<file path="config.mk">
export PLATFORM = sky130hd
export DESIGN_NAME = roach_opb_master_access
export DESIGN_NICKNAME = d
export VERILOG_FILES = /design/src/rtl/roach_opb_master_access.sv
export SDC_FILE = /design/constraint.sdc
export NUM_CORES = 1
export LEC_CHECK = 0
export CAP_MARGIN = 10
export CORE_MARGIN = 2
export CORE_UTILIZATION = 47
export DETAILED_ROUTE_END_ITERATION = 8
export PLACE_DENSITY = 0.95
export REMOVE_ABC_BUFFERS = 1
export SLEW_MARGIN = 20
export SYNTH_ARGS = -nofsm -noshare
export SYNTH_HDL_FRONTEND = slang
export SYNTH_SLANG_ARGS = --single-unit
</file>
<file path="constraint.sdc">
create_clock -name OPB_Clk -period 2.9 [get_ports OPB_Clk]
set_input_delay 0.435 -clock OPB_Clk [delete_from_list [all_inputs] [get_ports OPB_Clk]]
set_output_delay 0.435 -clock OPB_Clk [all_outputs]
set_load 0.01 [all_outputs]
</file>
<file path="src/rtl/roach_opb_master_access.sv">
// roach_opb_master_access: single-outstanding OPB master that turns user requests into OPB transfers
// with errAck/xferAck/retry/timeout/watchdog handling and a one-cycle completion strobe.
`timescale 1ns/1ps
module roach_opb_master_access #(
    parameter int C_OPB_AWIDTH = 32,
    parameter int C_OPB_DWIDTH = 32,
    parameter int C_MAX_RETRY  = 4,
    parameter int C_WATCHDOG   = 255
) (
    input  logic                      OPB_Clk,
    input  logic                      OPB_Rst,
    input  logic                      req_valid,
    output logic                      req_ready,
    input  logic                      req_rnw,
    input  logic [C_OPB_AWIDTH-1:0]   req_addr,
    input  logic [C_OPB_DWIDTH-1:0]   req_data,
    input  logic [C_OPB_DWIDTH/8-1:0] req_be,
    output logic                      rsp_valid,
    output logic [C_OPB_DWIDTH-1:0]   rsp_data,
    output logic [1:0]                rsp_code,
    output logic                      M_request,
    output logic                      M_select,
    output logic                      M_RNW,
    output logic [0:C_OPB_AWIDTH-1]   M_ABus,
    output logic [0:C_OPB_DWIDTH/8-1] M_BE,
    output logic [0:C_OPB_DWIDTH-1]   M_DBus,
    output logic                      M_seqAddr,
    output logic                      M_busLock,
    input  logic                      OPB_MGrant,
    input  logic                      OPB_xferAck,
    input  logic                      OPB_errAck,
    input  logic                      OPB_retry,
    input  logic                      OPB_timeout,
    input  logic [0:C_OPB_DWIDTH-1]   OPB_DBus
);
    typedef enum logic [1:0] {IDLE, REQ, XFER, DONE} state_t;
    state_t                    state_q, state_d;
    logic                      rnw_q, rnw_d;
    logic [C_OPB_AWIDTH-1:0]   addr_q, addr_d;
    logic [C_OPB_DWIDTH-1:0]   data_q, data_d, rdata_q, rdata_d;
    logic [C_OPB_DWIDTH/8-1:0] be_q, be_d;
    logic [3:0]                retry_q, retry_d;
    logic [15:0]               wd_q, wd_d;
    logic [1:0]                code_q, code_d;

    always_comb begin
        state_d = state_q;
        rnw_d   = rnw_q;
        addr_d  = addr_q;
        data_d  = data_q;
        be_d    = be_q;
        retry_d = retry_q;
        wd_d    = wd_q;
        rdata_d = rdata_q;
        code_d  = code_q;
        case (state_q)
            IDLE: if (req_valid) begin
                rnw_d   = req_rnw;
                addr_d  = req_addr;
                data_d  = req_data;
                be_d    = req_be;
                retry_d = '0;
                wd_d    = '0;
                state_d = REQ;
            end
            REQ: if (OPB_MGrant) begin
                wd_d    = '0;
                state_d = XFER;
            end
            XFER: begin
                // Bus range vectors map by position, so numeric value is preserved.
                if (OPB_errAck) begin
                    rdata_d = '0;
                    code_d  = 2'b01;
                    state_d = DONE;
                end else if (OPB_xferAck) begin
                    rdata_d = rnw_q ? OPB_DBus : '0;
                    code_d  = 2'b00;
                    state_d = DONE;
                end else if (OPB_retry) begin
                    retry_d = retry_q + 4'd1;
                    if (retry_d == 4'(C_MAX_RETRY)) begin
                        rdata_d = '0;
                        code_d  = 2'b11;
                        state_d = DONE;
                    end else begin
                        state_d = REQ;
                    end
                end else if (OPB_timeout || wd_q == 16'(C_WATCHDOG - 1)) begin
                    rdata_d = '0;
                    code_d  = 2'b10;
                    state_d = DONE;
                end else begin
                    wd_d = wd_q + 16'd1;
                end
            end
            default: state_d = IDLE;
        endcase
    end

    always_ff @(posedge OPB_Clk) begin
        if (OPB_Rst) begin
            state_q <= IDLE;
            rnw_q   <= 1'b0;
            addr_q  <= '0;
            data_q  <= '0;
            be_q    <= '0;
            retry_q <= '0;
            wd_q    <= '0;
            rdata_q <= '0;
            code_q  <= '0;
        end else begin
            state_q <= state_d;
            rnw_q   <= rnw_d;
            addr_q  <= addr_d;
            data_q  <= data_d;
            be_q    <= be_d;
            retry_q <= retry_d;
            wd_q    <= wd_d;
            rdata_q <= rdata_d;
            code_q  <= code_d;
        end
    end

    always_comb begin
        req_ready = state_q == IDLE;
        rsp_valid = state_q == DONE;
        M_request = state_q == REQ;
        M_select  = state_q == XFER;
        M_RNW     = M_select & rnw_q;
        M_ABus    = M_select ? addr_q : '0;
        M_BE      = M_select ? be_q : '0;
        M_DBus    = (M_select && !rnw_q) ? data_q : '0;
        M_seqAddr = 1'b0;
        M_busLock = 1'b0;
        rsp_data  = rdata_q;
        rsp_code  = code_q;
    end
endmodule

</file>
* Yosys cells after proc, flatten, opt, wreduce, memory -nomap -nowiden *
Cells that the tools add are included.

storage, ports and cells
  output and inout port bits = 109
  logic and storage cells = 72
  register bits after elaboration = 125

operators by class
  muxes and demuxes = 34
  $add $sub $neg = 2
  bitwise operators = 1
  reduce and logical (&&, ||, !) cells = 12
  eq/ne operators = 14

operators by type and width
  cell                     count
  $mux W32                 8
  $mux W16                 6
  $pmux W16 S3             1
  $mux W2                  12
  $mux W4                  5
  $add A16 B1 Y16 const B  1
  $eq A16 B8 Y1 const B    1
  $ne A2 B2 Y1 const B     5
  $pmux W4 S2              1
  $reduce_and A7 Y1        1
  $pmux W2 S3              1
  $reduce_and A3 Y1        2
  $ne A5 B1 Y1 const B     1
  $reduce_and A5 Y1        1
  $add A4 B1 Y4 const B    1
  $eq A2 B2 Y1 const B     2
  $eq A4 B3 Y1 const B     1
  $ne A2 B1 Y1 const B     2
  $ne A4 B3 Y1 const B     1
  $reduce_bool A4 Y1       1
  $reduce_bool A3 Y1       1
  $eq A2 B1 Y1 const B     1
  $logic_not A2 Y1         1
  $reduce_and A2 Y1        1
  5 further kinds          5

* Longest topological paths before layout *
  depth in word-level cells = 7
  mapped depth = 9
  mapped depth without buffers = 7

* Worst setup path after synthesis *
Ideal clock, no wire load.

  path type = register to register
  start point = register wd_q[0]
  end point = register wd_q[13]
  buffers on the path = 0
  cell stages (with the launch flop) = 8
  clock period less this slack = 1864 ps
  arrival time = 1794 ps
  library setup time = 70 ps
  path slack = 1036 ps
  cells stage by stage = dfxtp_1 -> inv_1 -> ha_1 -> nor2b_1 -> a31oi_2 -> o2111ai_2 -> or4_1 -> a21oi_1

between the ends
  longest elaborated chain between the ends = 6
  elaborated cells on any way between the ends = 10

RTL lines
  item                    line  text
  from (decl)             43    logic [15:0] wd_q, wd_d;
  from (signal assigned)  119   wd_q <= wd_d;
  $add A16 B1 Y16         94    wd_d = wd_q + 16'd1;
  $mux W16                89    end else if (OPB_timeout || wd_q == 16'(C_WATCHDOG - 1)) begin
  $mux W16                80    end else if (OPB_retry) begin
  $mux W16                76    end else if (OPB_xferAck) begin
  $mux W16                72    if (OPB_errAck) begin
  $pmux W16 S3            56    case (state_q)

Several ways; a longest one is shown, not always the timed one. The select of a mux whose other input is x is not followed.
A chain may end at the register's enable or synchronous reset.

* Final worst setup path *
  start point = register state_q[1]
  end point = output M_DBus[20] (netlist name)

between the ends
  longest elaborated chain between the ends = 3

RTL lines
  item                    line  text
  from (decl)             37    state_t state_q, state_d;
  from (signal assigned)  113   state_q <= state_d;
  $eq A2 B2 Y1            129   M_select = state_q == XFER;
  $logic_and A1 B1 Y1     133   M_DBus = (M_select && !rnw_q) ? data_q : '0;
  $mux W32                133
  to (decl)               26    output logic [0:C_OPB_DWIDTH-1] M_DBus,

No other way between the ends.

==> run summary <==
Post-synth ARST share: 0%
Top cells by area, synth: dfxtp_1 47%, nand2_1 11%, and2_1 8.5%
PwrDens: 544 nW/um^2
Via density: 5.18
Yosys top cell by area: dfxtp_1
Clock Latency Late Sink: 0.42 ns
Hold Vio Cnt, Final: 0
Pleak: 2.95 nW
Setup Crit Path Kind: reg -> out
Row count: 39
H-tree depth: 4
Antenna Cells: 0
Vias in the first global route: 5343
Syn. warnings: 0
Syn-to-layout area delta: 53.2%
DR pass1 iterations: 4
Most frequent cells after synthesis: 152 x nand2_1, 125 x dfxtp_1, 90 x a21oi_1
Routed vias: 5359
Worst reg2reg path startpoint: state_q[1]
Final setup TNS: 0 ns
Num CTS Buffers: 17
Fin crit share: 95.3%
Post-synthesis cell type count: 42
Reg2reg path depth: 7
Hold Crit Class: reg -> reg
Fin Clk Skew: 0.0100 ns
Initial Utilization: 47.7%
Hold path depth: 2
Max Cap Viol: 0
Multi-input gate area: 2660 um^2
Hold Slack: 0.446 ns
Initial antenna violation count: 0
Number of cells on the critical path: 5
Final slew viol count: 0
Worst Path Arrival: 2.33 ns
Full die area: 12300 um^2
Worst path max stage delay: 0.56 ns
Prevailing post-synth register cell: dfxtp_1
Critical Path RT: 2.47 ns
Endpoints failing setup: 0
VDD IR-drop max: 0.510 mV
Die height: 111 um
DRT antenna net count: 0
TritonCTS clock tree: yes
Critical Path Start: state_q[1]
Fraction of layout cells with a size suffix above 1: 5.72%
Area fraction of the dominant cell type after synthesis: 46.5%
Nets: 992
Global-route wire length before repair: 25400 um
Final Wtd Congestion: 0.815
Port buffer count: 215
I/O pin count: 218
Max FO, Critical Path: 32
Wire length per cell: 15.1 um
Syn Area/Cell: 7.84 um^2
Post-DP HPWL: 10400 um
Worst-Margin Slew: 0.780 ns
Syn Inst Count: 686
Fillers: 829
Post-synth EDFFs: 0
WL final: 15600 um
GRT overflow: 0
Seq/Total Area, Yosys: 46.5%
Critical path launch point type: register
Largest net degree at the start of global routing: 68
Register Area: 2500 um^2
Delay-heaviest family, CP: buffers and inverters
Post CTS Setup Buffer Count: 0
Worst hold start: addr_q[4]
Count leader, synth: nand2_1
Worst setup EP type: primary output
RSZ-0062 raised after global routing: no
Root Buffer: clkbuf_16
Slowest CP cell: clkdlybuf4s50_1
Fin util: 73.1%
DR DRC count: 0
Gr usage total: 25.4%
Chip Width: 111 um
Initial DRC count: 368
Maximum clock rate: 362 MHz
Status: completed
Cell Area, Synth: 5380 um^2
Seq cells post-synth: 125
Max Root-Sink Buffers: 2
Reg clk slew, reported paths: 0.06 ns
Fin crit period: 2.76 ns
Worst Path Buf+Inv: 2
Core ar.: 11300 um^2
Sink Count: 125
Slew HR: 47.9%
CP Cell Sequence: nand2b_2 -> nor2_1 -> buf_6 -> and2_1 -> clkdlybuf4s50_1
## per-stage QoR
stage	instance area, um^2	power, mW	worst slack, ns	std cells
2_1_floorplan	5160	2.05	-0.870	637
3_3_place_gp	7630	2.32	0.515	1004
3_5_place_dp	7630	2.34	0.429	1004
4_1_cts	8230	4.51	0.102	1034
5_1_grt	8240	4.65	0.0127	1034
6_report	8240	4.48	0.136	1034
## repair_timing
item                                    4_1_cts  5_1_grt
hold buffers                                  0        0
gates resized for setup                       0        1
endpoints found under the setup margin        0        2
## cell type report
type                    count  area share, %
clock buffers              18           5.21
clock inverters            12           2.10
inverters                   6          0.289
multi-input cells         506           32.3
flip-flops and latches    125           30.4
well taps                 143           2.17
repair buffers            224           27.6
## worst paths after layout
kind,endpoint,slack [ns]
min reg2reg,addr_q[4],0.45
max,M_DBus[20],0.14
max reg2reg,wd_q[5],0.60
min,addr_q[4],0.45
## power by group
part / internal [mW] / leakage (nW) / switching [mW]
Combinational: 0.246 / 1.65 / 0.236
Clock: 1.42 / 0.280 / 0.754
Sequential: 1.79 / 1.02 / 0.0353
Total: 3.46 / 2.95 / 1.03
## worst reg2reg max path: cells and delay by family, from the launching register on
family                 cells  cell delay, ns
buffers and inverters      2            0.38
AND/OR/NAND/NOR            2            0.73
flip-flops                 1            0.49
AO/OA/AOI/OAI              3            0.62
## registers in the layout, indices dropped and copies added (netlist names)
| register | flops |
|---|---|
| addr_q | 32 |
| be_q | 4 |
| data_q | 32 |
| retry_q | 4 |
| rnw_q | 1 |
| rsp_code | 2 |
| rsp_data | 32 |
| state_q | 2 |
| wd_q | 16 |
## layout by cell type, fill, tap and decap left out, types with 4 or more instances in the layout
cell	instances
a21oi_1	89
and2_1	72
buf_12	4
buf_4	5
bufinv_16	4
clkbuf_16	17
clkdlybuf4s50_1	214
clkinv_2	4
clkinvlp_4	5
dfxtp_1	125
inv_1	5
nand2_1	151
nand2b_1	32
nand3_1	42
nand4_1	4
nor2_1	17
o21ai_0	36
o21ai_1	6
or3_1	10
or4_1	4
## routing by layer
metal	track usage, %	wire length (um)	share of wire [%]	vias up
li1	-	-	-	2662
met1	27.8	6280	40	2479
met2	43.8	7770	50	174
met3	9.79	1010	6.5	44
met4	11.1	519	3.3	0
met5	0	0	0	-
## cell families (layout without fill, tap and decap cells)
group	Yosys count	after routing	share of synthesized area, %
other	1	2	0.0697
AND/OR/NAND/NOR	351	351	32.5
adder cells (fa/ha/maj)	3	3	0.698
XOR/XNOR	2	2	0.326
flip-flops	125	125	46.5
multiplexers	2	2	0.372
AO/OA/AOI/OAI	146	146	15.1
buffers and inverters	56	260	4.44
(Power assumes the default switching activity.)
==> RTL edit 1, RTL diff (same flow settings) <==
`rdata_q` no longer has a reset.
--- a/src/rtl/roach_opb_master_access.sv
+++ b/src/rtl/roach_opb_master_access.sv
@@ -108,5 +108,4 @@
             retry_q <= '0;
             wd_q    <= '0;
-            rdata_q <= '0;
             code_q  <= '0;
         end else begin
@@ -118,7 +117,10 @@
             retry_q <= retry_d;
             wd_q    <= wd_d;
-            rdata_q <= rdata_d;
             code_q  <= code_d;
         end
+    end
+
+    always_ff @(posedge OPB_Clk) begin
+        rdata_q <= rdata_d;
     end
 
Function: differs if OPB_Rst is asserted again (counterexample within 4 cycles, from zero or initial values and one cycle with OPB_Rst high); with OPB_Rst held inactive, the same outputs for 4 cycles.
==> RTL edit 1 against the unedited design <==
  * Power is 0.88% higher
  * Fmax is 0.74% lower
  * Sequential cell count did not move
  * Clock skew is 1.9 ps higher
  * Highest routed layer unchanged
  * Via count is 7.5% lower
  * Synthesized area down 1.7%
  * Design area down 1.0%
  * Worst setup slack got worse by 20 ps
  * Routed wire length decreased by 3.9%
  * Global-route usage is 0.96 points lower
  * Largest power group unchanged
==> RTL edit 1: results (changes against the unedited design) <==
status finished, final reports clean; Final GP Congestion 0.850 (+4.3%); H-tree level count 4 (unchanged); Total Routing Usage GR 0.245 (-0.00958); Critical Path Slowest Stage Cell clkdlybuf4s50_1; Synth area leaders dfxtp_1 35%, edfxtp_1 18%, and2_1 12%, nand2_1 11%, a21oi_1 8.0%; number of buffers added for setup after CTS 0 (unchanged); Max VDD drop 361 uV (-29%); Main synth FF type dfxtp_1; Clock Skew 11.9 ps (+1.88 ps); Post-synth EDFFs 32 (+32); initial DRC count 209 (-43%); initial antenna violation count 0 (unchanged); Clock Network Area Fraction 0.0752 (+0.00214); Final non-clock buffer share 0.274 (-0.00188); CP delay by family, top buffers and inverters; ANT cells 0 (unchanged); largest net degree at the start of global routing 73 (+7.4%); Seq/total area 0.346 (+0.0426); Signal buffers 223 (-0.45%); multi-input combinational cell count 436 (-14%); Synthesis Warnings 0 (unchanged); clock tree buffer depth 2 (unchanged); Leakage 3.02 nW (+2.3%); CP Max Fanout 32 (unchanged); hold crit path type input pin to flop; CTS buffer count 17 (unchanged); CTS clk-pin slew, worst paths 60 ps (about the same); total number of vias 4958 (-7.5%); first-pass GRT wire length 23.1 mm (-8.9%); number of clock buffers in the layout 22 (+4); Nets 919 (-7.4%); vias in the first global route 5076 (-5.0%); register area share after synthesis 0.534 (+0.0686); fraction of final layout cells sized beyond drive strength 1 0.0585 (+0.00130); Non-clk invs 4 (-2); async set or reset register ratio after synthesis 0 (unchanged); worst skew pair latency 510 ps (+90 ps); Seq cells 125 (unchanged); post-place setup slack 560 ps (+132 ps); fraction of area in multi-input gates 0.280 (-0.0425); synth cell count leaders 153 x nand2_1, 105 x and2_1, 93 x dfxtp_1; CTS root buf clkbuf_8; routed wire length 15.0 mm (-3.9%); Yosys cell types 42 (unchanged); Pre-antenna DRT Iters 5 (+1); CP Data Arrival Time 2350 ps (+20 ps); Slew headroom 0.511 (+0.0316); DP Wirelength 10.3 mm (-1.2%); Fillers 706 (-15%); Taps Inserted 140 (-2.1%); Post-DP Area 0.00754 mm2 (-1.3%); Slowest Stage Delay on Critical Path 560 ps (about the same); Port Buffer Count 215 (unchanged)
## RTL edit 1: cell types whose count changed after synthesis, sizes merged, moves of 6 or more
cell    before  now
clkbuf      40   34
dfxtp      125   93
nor3         3   11
edfxtp       0   32
and2        73  105
nand2b      33    2
nand3       42    5
o21ai       42   11
## RTL edit 1: metrics by stage
step | util | cells | hold slack [ps]
3_3_place_gp | 0.692 | 928 | 437
6_report | 0.749 | 960 | 408
3_5_place_dp | 0.692 | 928 | 445
2_1_floorplan | - | 565 | 426
5_1_grt | 0.749 | 960 | 403
4_1_cts | 0.748 | 960 | 376
## RTL edit 1: where the power goes
part / internal (W) / switching (W) / leakage, nW
Combinational: 0.000232 / 0.000216 / 1.63
Sequential: 0.00186 / 0.0000387 / 1.10
Clock: 0.00141 / 0.000764 / 0.292
Total: 0.00350 / 0.00102 / 3.02
## RTL edit 1: worst paths after layout
kind,end,depth (start not counted),slack (ps),from
worst max-delay path,M_DBus[9],5,120,state_q[0]
worst min-delay path,data_q[12],2,410,OPB_Rst
worst max register to register,rsp_data[27],6,490,wd_q[1]
worst min register to register,data_q[11],2,450,data_q[11]
## RTL edit 1: metal layers
metal,up-vias,routed length [um],GRT usage
li1,2404,-,-
met1,2306,5580,0.267
met2,231,7710,0.431
met3,17,1510,0.0905
met4,0,165,0.0922
met5,-,0,0
## RTL edit 1: logic make-up (layout without fill, tap and decap cells)
logic type	after synthesis	after routing	synth area share
adder cells (fa/ha/maj)	3	3	0.00710
flip-flops	125	125	0.534
AND/OR/NAND/NOR	313	313	0.290
multiplexers	2	2	0.00379
other	1	2	0.000710
XOR/XNOR	7	7	0.0116
AO/OA/AOI/OAI	109	109	0.117
buffers and inverters	44	259	0.0353
## RTL edit 1: repair_timing
action                                  CTS  global route
hold buffers                              0             0
endpoints found under the setup margin    0            48
gates resized for setup                   0             2
==> RTL edit 2, RTL diff (same settings) <==
Made on the original files. Set the parameter `C_OPB_DWIDTH` to 48 (it was 32).
--- a/src/rtl/roach_opb_master_access.sv
+++ b/src/rtl/roach_opb_master_access.sv
@@ -4,5 +4,5 @@
 module roach_opb_master_access #(
     parameter int C_OPB_AWIDTH = 32,
-    parameter int C_OPB_DWIDTH = 32,
+    parameter int C_OPB_DWIDTH = 48,
     parameter int C_MAX_RETRY  = 4,
     parameter int C_WATCHDOG   = 255
Interface: changed (6 resized); port bits go from 218 to 286. No check against the original RTL was run, so the function may have changed too.
==> RTL edit 2 against the unedited design <==
  * Design area up 24%
  * Sequential cell count rose by 34
  * Power grew 14%
  * Via count up 28%
  * Synthesized area up 24%
  * Routed wire length is 36% higher
  * Die area increased by 23%
  * Worst setup slack better by 110 ps
==> RTL edit 2: results (changes against the unedited design) <==
CP Max Fanout 48 (+50%); Comb power 0.000595 W (+23%); status finished, final reports clean; GRT met2 Usage 0.467 (+0.0281); Psw 0.00125 W (+21%); largest net degree at the start of global routing 100 (+47%); Leakage 3.65 nW (+24%); clock tree buffer depth 2 (unchanged); Post-DP Area 0.00961 mm2 (+26%); Nets 1252 (+26%); Final GP Congestion 0.824 (+1.0%); R2R setup slack 540 ps (-60 ps); Synth area leaders dfxtp_1 48%, nand2_1 10%, and2_1 8.6%, a21oi_1 8.1%, nand2b_1 4.7%; Pre-antenna DRT Iters 5 (+1); Met1 Wirelength 7.79 mm (+24%); post-layout power 0.00510 W (+14%); post-synthesis xor/xnor area fraction 0.00131 (-0.00194); Slew headroom 0.435 (-0.0444); initial antenna violation count 0 (unchanged); number of buffers added for setup after CTS 0 (unchanged); ANT cells 0 (unchanged); Compound-Gate Fraction of Synth Area 0.139 (-0.0120); Slowest Stage Delay on Critical Path 600 ps (+40 ps); routed wire length 21.2 mm (+36%); hold slack final 448 ps (+1.42 ps); Adder-Cell Fraction of Synth Area 0.00563 (-0.00135); Max VDD drop 482 uV (-5.5%); total number of vias 6863 (+28%); initial DRC count 505 (+37%); post-place setup slack 323 ps (-106 ps); DP Wirelength 14.7 mm (+41%); Clock Skew 10.3 ps (+0.287 ps); CP Data Arrival Time 2220 ps (-110 ps); Final min period 2660 ps (-108 ps); first-pass GRT wire length 31.7 mm (+25%); Port Buffer Count 283 (+32%); CTS clk-pin slew, worst paths 60 ps (about the same); vias in the first global route 6479 (+21%); syn_area_per_cell 7.79 um2 (-0.57%); GRT met1 Usage 0.286 (+0.00782); Total Routing Usage GR 0.270 (+0.0154); H-tree level count 4 (unchanged); multiplexer share of the synthesized area 0.00451 (+0.000784); GR Util met3 0.109 (+0.0114); Clk power 0.00219 W; synth cell count leaders 183 x nand2_1, 159 x dfxtp_1, 108 x a21oi_1; Critical Path Slowest Stage Cell clkdlybuf4s50_1; metal3 WL 2.16 mm (+110%); fraction of final layout cells sized beyond drive strength 1 0.0509 (-0.00630); CTS root buf clkbuf_16; hold crit path type flop to flop; DR WL met2 10.4 mm (+34%); WL per Instance 16.3 um (+8.3%); register area share after synthesis 0.478 (+0.0123)
[RTL edit 2: cells by family after synthesis]
family,count (synthesis)
AO/OA/AOI/OAI,179
buffers and inverters,71
multiplexers,3
AND/OR/NAND/NOR,438
flip-flops,159
XOR/XNOR,1
other,1
adder cells (fa/ha/maj),3
[RTL edit 2: tightest hold or removal path: cells and delay by family, from the launching register on]
family | cells | cell delay [ps]
flops | 1 | 300
simple gates | 1 | 50
compound gates | 1 | 50
[RTL edit 2: final cells by class]
class,count,area [um2]
Clock inverter,11,106
Timing Repair Buffer,297,2970
Clock buffer,21,480
Tap cell,180,225
Inverter,5,20.0
Fill cell,970,3680
Sequential cell,159,3180
Multi-Input combinational cell,626,3210
[RTL edit 2: final timing paths]
path                                 start    endpoint  cells past startpoint
worst min register to register  addr_q[27]  addr_q[27]                      2
worst min-delay path            addr_q[27]  addr_q[27]                      2
worst max register to register     wd_q[0]     wd_q[1]                      7
worst max-delay path            state_q[1]  M_DBus[43]                      5
